<file path="src/rtl/integration_mult_pkg.sv">
// Shared constants and types for the integration_mult single-precision multiplier.
// Holds the IEEE-754 field widths, special encodings and the Booth core state encoding.
package integration_mult_pkg;

    localparam int EXP_W       = 8;
    localparam int FRAC_W      = 23;
    localparam int SIG_W       = 24;
    localparam int BOOTH_W     = SIG_W + 1;
    localparam int BOOTH_ITERS = BOOTH_W;
    localparam int BIAS        = 127;

    localparam logic [31:0] QNAN    = 32'h7FC0_0000;
    localparam logic [31:0] POS_INF = 32'h7F80_0000;

    typedef enum logic [1:0] {
        ST_IDLE,
        ST_LOAD,
        ST_ITER,
        ST_PACK
    } core_state_t;

endpackage

</file>
<file path="src/rtl/integration_mult_booth_seq_mult.sv">
// 25x25 sequential radix-2 Booth multiplier: loads on start, runs 25 add/shift steps,
// then presents {acc, q} with done high for one cycle. A new start aborts and reloads.
module booth_seq_mult
    import integration_mult_pkg::*;
(
    input  logic               clk,
    input  logic               reset,
    input  logic               start,
    input  logic [BOOTH_W-1:0] multiplicand,
    input  logic [BOOTH_W-1:0] multiplier,
    output logic [49:0]        product,
    output logic               done
);

    core_state_t        r_state;
    core_state_t        w_state_next;
    logic [BOOTH_W-1:0] r_m;
    logic [BOOTH_W-1:0] r_acc;
    logic [BOOTH_W-1:0] r_q;
    logic               r_q_1;
    logic [4:0]         r_count;
    logic [BOOTH_W-1:0] w_sum;
    logic               w_step;

    assign w_step = (r_state == ST_LOAD) || (r_state == ST_ITER);

    // NOTE: every signal driven here gets a default first so no path can infer a latch.
    always_comb begin
        w_state_next = r_state;
        case (r_state)
            ST_IDLE: w_state_next = ST_IDLE;
            ST_LOAD,
            ST_ITER: w_state_next = (r_count == 5'(BOOTH_ITERS - 1)) ? ST_PACK : ST_ITER;
            ST_PACK: w_state_next = ST_IDLE;
            default: w_state_next = ST_IDLE;
        endcase
        if (start) w_state_next = ST_LOAD;
    end

    always_comb begin
        w_sum = r_acc;
        case ({r_q[0], r_q_1})
            2'b01:   w_sum = r_acc + r_m;
            2'b10:   w_sum = r_acc - r_m;
            default: w_sum = r_acc;
        endcase
    end

    // NOTE: state registers use non-blocking assignments so all flops update from pre-edge values.
    always_ff @(posedge clk or negedge reset) begin
        if (!reset) r_state <= ST_IDLE;
        else        r_state <= w_state_next;
    end

    always_ff @(posedge clk or negedge reset) begin
        if (!reset) begin
            r_m     <= '0;
            r_acc   <= '0;
            r_q     <= '0;
            r_q_1   <= 1'b0;
            r_count <= '0;
        end else if (start) begin
            r_m     <= multiplicand;
            r_acc   <= '0;
            r_q     <= multiplier;
            r_q_1   <= 1'b0;
            r_count <= '0;
        end else if (w_step) begin
            // Arithmetic right shift of {acc, q, q-1} after the Booth add/subtract.
            {r_acc, r_q, r_q_1} <= {w_sum[BOOTH_W-1], w_sum, r_q};
            r_count             <= r_count + 5'd1;
        end
    end

    assign product = {r_acc, r_q};
    assign done    = (r_state == ST_PACK);

endmodule

</file>
<file path="src/rtl/integration_mult.sv">
// Registered IEEE-754 single multiplier: operand registers, change-triggered Booth core,
// special-case/exponent/normalize logic and output registers holding the last product.
module integration_mult
    import integration_mult_pkg::*;
(
    input  logic        clk,
    input  logic        reset,
    input  logic        en,
    input  logic [31:0] a,
    input  logic [31:0] b,
    output logic [31:0] floatingPointResult,
    output logic        overflowFloatingPoint,
    output logic        exceptionFloatingPoint
);

    logic [31:0]       r_a, r_b;
    logic [31:0]       r_last_a, r_last_b;
    logic              w_start;
    logic              w_done;
    logic [49:0]       w_product;
    logic [EXP_W-1:0]  w_ea, w_eb;
    logic              w_sign;
    logic signed [9:0] w_exp_raw, w_exp_norm;
    logic [FRAC_W-1:0] w_frac;
    logic [31:0]       w_result;
    logic              w_ovf, w_exc;
    logic              w_unused;

    always_ff @(posedge clk or negedge reset) begin
        if (!reset) begin
            r_a      <= '0;
            r_b      <= '0;
            r_last_a <= '0;
            r_last_b <= '0;
        end else begin
            if (en) begin
                r_a <= a;
                r_b <= b;
            end
            if (w_start) begin
                r_last_a <= r_a;
                r_last_b <= r_b;
            end
        end
    end

    assign w_start = (r_a != r_last_a) || (r_b != r_last_b);

    booth_seq_mult u_core (
        .clk          (clk),
        .reset        (reset),
        .start        (w_start),
        .multiplicand ({2'b01, r_a[FRAC_W-1:0]}),
        .multiplier   ({2'b01, r_b[FRAC_W-1:0]}),
        .product      (w_product),
        .done         (w_done)
    );

    assign w_ea      = r_last_a[30:23];
    assign w_eb      = r_last_b[30:23];
    assign w_sign    = r_last_a[31] ^ r_last_b[31];
    assign w_exp_raw = $signed({2'b00, w_ea}) + $signed({2'b00, w_eb}) - 10'sd127;
    assign w_unused  = ^{w_product[49:48], r_last_a[FRAC_W-1:0], r_last_b[FRAC_W-1:0]};

    always_comb begin
        w_exp_norm = w_exp_raw;
        w_frac     = w_product[45:23];
        if (w_product[47]) begin
            w_exp_norm = w_exp_raw + 10'sd1;
            w_frac     = w_product[46:24];
        end

        w_result = '0;
        w_ovf    = 1'b0;
        w_exc    = 1'b0;
        if (w_ea == 8'hFF || w_eb == 8'hFF) begin
            w_result = QNAN;
            w_exc    = 1'b1;
        end else if (w_ea == '0 || w_eb == '0) begin
            w_result = '0;
        end else if (w_exp_norm >= 10'sd255) begin
            w_result = {w_sign, POS_INF[30:0]};
            w_ovf    = 1'b1;
        end else if (w_exp_norm <= 10'sd0) begin
            w_result = '0;
        end else begin
            w_result = {w_sign, w_exp_norm[7:0], w_frac};
        end
    end

    // A restart landing on the pack cycle belongs to newer operands, so the stale product is dropped.
    always_ff @(posedge clk or negedge reset) begin
        if (!reset) begin
            floatingPointResult    <= '0;
            overflowFloatingPoint  <= 1'b0;
            exceptionFloatingPoint <= 1'b0;
        end else if (w_done && !w_start) begin
            floatingPointResult    <= w_result;
            overflowFloatingPoint  <= w_ovf;
            exceptionFloatingPoint <= w_exc;
        end
    end

endmodule

</file>
<file path="config.mk">
export PLATFORM = sky130hd
export DESIGN_NAME = integration_mult
export DESIGN_NICKNAME = d
export VERILOG_FILES = /design/src/rtl/integration_mult_pkg.sv /design/src/rtl/integration_mult_booth_seq_mult.sv /design/src/rtl/integration_mult.sv
export SDC_FILE = /design/constraint.sdc
export NUM_CORES = 1
export LEC_CHECK = 0
export CAP_MARGIN = 20
export CORE_ASPECT_RATIO = 0.8
export CORE_MARGIN = 10
export CORE_UTILIZATION = 63
export CTS_CLUSTER_DIAMETER = 30
export DETAILED_ROUTE_END_ITERATION = 10
export GPL_ROUTABILITY_DRIVEN = 0
export HOLD_SLACK_MARGIN = 0.05
export PLACE_DENSITY = 0.92
export SETUP_SLACK_MARGIN = 0.5
export SLEW_MARGIN = 10
export SYNTH_ARGS = -nofsm -noshare
export SYNTH_HDL_FRONTEND = slang
export SYNTH_SLANG_ARGS = --single-unit
</file>
<file path="constraint.sdc">
create_clock -name clk -period 6.7 [get_ports clk]
set_input_delay 1.34 -clock clk [delete_from_list [all_inputs] [get_ports clk]]
set_output_delay 1.34 -clock clk [all_outputs]
set_load 0.01 [all_outputs]
</file>
==> flow_metrics.tcl <==
set metrics [dict create \
    finalMaxSlewViolations 0 \
    syn_nets 1277 \
    drc_errors 0 \
    grt_antenna_before_repair 0 \
    hpwl_mm 19.9 \
    htreeDepth 2 \
    finalHoldViolCount 0 \
    rsz0062_at_grt "false" \
    synthFlopType "dfrtp_1" \
    vdd_drop_max_v 0.000202 \
    hold_path_end "r_last_a[16]$_DFFE_PN0N_" \
    required_ns 7.14 \
    root_buffer "clkbuf_16" \
    drive_gt1_share_pct 15.4 \
    synth_edf_count 0 \
    grt_pass1_wl_mm 48.1 \
    setup_viol 0 \
    async_flop_share_pct 100 \
    clk_pin_slew_worst_paths_ns 0.06 \
    holdPathStages 0 \
    grt_start_max_net_pins 130 \
    routed_wl_mm 29.4 \
    cp_max_fo 22 \
    first_pass_iters 5 \
    maxCapViolations 0 \
    yosysMostFrequentCell "dfrtp_1" \
    grt-ovfl-total 0 \
    drt.antenna.violating_nets 0 \
    cts_tree "yes" \
    reg2reg_slack_ns 2.51 \
    cp.arrival_ns 4.64 \
    portBuffers 100 \
    clock_path_buffers 3 \
    synth_cell_types 79 \
    num-nets-final 1310 \
    initial_core_util_pct 63.9 \
    synth_top_cell_area_share_pct 45.7 \
    areaGrowthSynthToFinish_pct 17.3 \
    setup-tns-final_ns 0 \
    end_kind "register" \
    synth_area_um2 12100 \
    grt_usage_pct 23.3 \
    crit_type "register to register" \
    grt_pass1_vias 9188 \
    synth.yosys.warnings 0 \
    yosysSeqAreaShare_pct 45.7 \
    finalCritPeriodShare_pct 62.6 \
    relSlewSlack_pct 33.1 \
    drt_iter0_markers 1066 \
    fin_hold_ws_ns 0.418 \
    period_minus_slack_ns 4.19 \
    syn-instance-count 1163 \
    synthTopCellsByCount "dfrtp_1 (220), clkbuf_1 (101), nand2_1 (99)" \
    max_freq_mhz 239 \
    hold_class "register to register" \
    power_density_nw_per_um2 288 \
    reg2reg_to "u_core.r_acc[23]$_DFFE_PN0P_" \
    syn_avg_cell_area_um2 10.4 \
    worst_slew_pin_slew_ns 1.00 \
    r2r_cells 15 \
    num_io_pins 101 \
    yosys.area.top_type "dfrtp_1" \
    skew_ns 0.0301 \
    die_w_um 175 \
    holdCritStartpoint "r_a[16]$_DFFE_PN0P_" \
    cts_resized 0 \
    dieArea_um2 25100 \
    num_vias 9088 \
    dieHeight_um 144 \
    synth.top_cells.by_area "dfrtp_1 (46%), xnor2_1 (7.0%), mux2_2 (6.1%)" \
    num_rows 45 \
    antenna_cells 0 \
    insertion_delay_ns 0.52 \
    ys_ff_latch 220 \
    crit_path_start_kind "register" \
    viasPerCell 6.15 \
    p_leak_nw 6.03 \
    timing.rr.start "u_core.r_q_1$_DFFE_PN0P_" \
    postCtsSetupBuffers 0 \
    drt-wirelength-per-cell_um 19.9 \
    outcome "finished, final reports clean" \
    core_area_um2 18900 \
    postCtsHoldBufs 0 \
    clock_sinks 220 \
    cts_buffers 34 \
    fillCellCount 1175 \
]
## layer usage
metal  vias up  wire [um]  GRT usage (%)
met1      4407      12300           30.7
met4         0        866           8.24
met2       446      13700           37.3
met5         -          0              0
li1       4158          -              -
met3        77       2550           5.43
## stage by stage
stage / instance area (um^2) / std cells / total power [W] / setup WS [ns] / util [%]
2_1_floorplan: 12100 / 1163 / 0.00206 / 3.15 / -
3_3_place_gp: 13000 / 1418 / 0.00223 / 2.85 / 68.8
3_5_place_dp: 13000 / 1418 / 0.00226 / 2.65 / 68.8
4_1_cts: 14100 / 1478 / 0.00407 / 2.60 / 75.0
5_1_grt: 14100 / 1478 / 0.00423 / 2.08 / 75.0
6_report: 14100 / 1478 / 0.00407 / 2.51 / 75.0
## worst max-delay path, stage by stage, from the launching register on
cell and delay [ns]:
dfrtp_1 0.40, inv_1 0.09, ha_1 0.62, a31oi_1 0.19
a21o_1 0.25, nor2_1 0.26, o21ai_0 0.17, xnor2_1 0.17
ha_1 0.40, and4_1 0.29, nand2_1 0.09, a211oi_1 0.34
o31a_1 0.22, mux2i_1 0.09, or4_1 0.47, nand2_1 0.07
## flip-flops by register name (all words and copies together), names as in the netlist, 2 cells and up
register and count:
r_last_a 32, r_b 32, u_core.r_acc 24, r_a 32, u_core.r_state 2, u_core.r_q 25, u_core.r_count 5, r_last_b 32
floatingPointResult 32
## power breakdown
group	leakage [nW]	total, W	switching [W]	internal, W
registers	2.71	0.00153	0.000109	0.00142
clock network	0.578	0.00180	0.000633	0.00116
logic	2.74	0.000740	0.000406	0.000334
## cells in the final DEF (no fill, tap or decap), drive strengths merged, types with 13 or more instances in the layout
cell,synthesis,layout
a211oi,25,25
a21oi,41,41
clkbuf,101,40
clkdlybuf4s50,0,98
dfrtp,220,220
ha,45,45
inv,28,31
mux2,66,66
mux2i,57,57
nand2,99,99
nand3,16,16
nand4,27,27
nor2,79,79
nor3,15,15
o21a,13,13
o21ai,80,80
xnor2,96,96
xor2,13,13
## worst max path at each step
stage	startpoint	endpoint	slack [ns]
2_1_floorplan	r_last_a[2]$_DFFE_PN0N_	u_core.r_acc[18]$_DFFE_PN0P_	3.15
3_3_place_gp	u_core.r_q_1$_DFFE_PN0P_	u_core.r_acc[23]$_DFFE_PN0P_	2.85
3_5_place_dp	u_core.r_q_1$_DFFE_PN0P_	u_core.r_acc[23]$_DFFE_PN0P_	2.65
4_1_cts	u_core.r_q_1$_DFFE_PN0P_	u_core.r_acc[23]$_DFFE_PN0P_	2.60
5_1_grt	u_core.r_q_1$_DFFE_PN0P_	u_core.r_acc[21]$_DFFE_PN0P_	2.08
6_report	u_core.r_q_1$_DFFE_PN0P_	u_core.r_acc[23]$_DFFE_PN0P_	2.51
## cell families after synthesis
kind of cell | after synthesis | share of synthesized area [%]
XOR/XNOR | 110 | 8.10
AND/OR/NAND/NOR | 300 | 12.3
adder cells (fa/ha/maj) | 47 | 5.00
flip-flops | 220 | 45.7
buffers and inverters | 138 | 4.66
AO/OA/AOI/OAI | 225 | 13.3
multiplexers | 123 | 10.9
## cell type report
| cell class | count | area (um^2) | share of cell area, % |
|---|---|---|---|
| clock inverters | 21 | 267 | 1.88 |
| flip-flops and latches | 220 | 5510 | 38.9 |
| repair buffers | 107 | 1050 | 7.44 |
| clock buffers | 39 | 900 | 6.36 |
| well taps | 258 | 323 | 2.28 |
| inverters | 28 | 105 | 0.743 |
| multi-input cells | 805 | 5990 | 42.4 |
(Power assumes the default switching activity.)
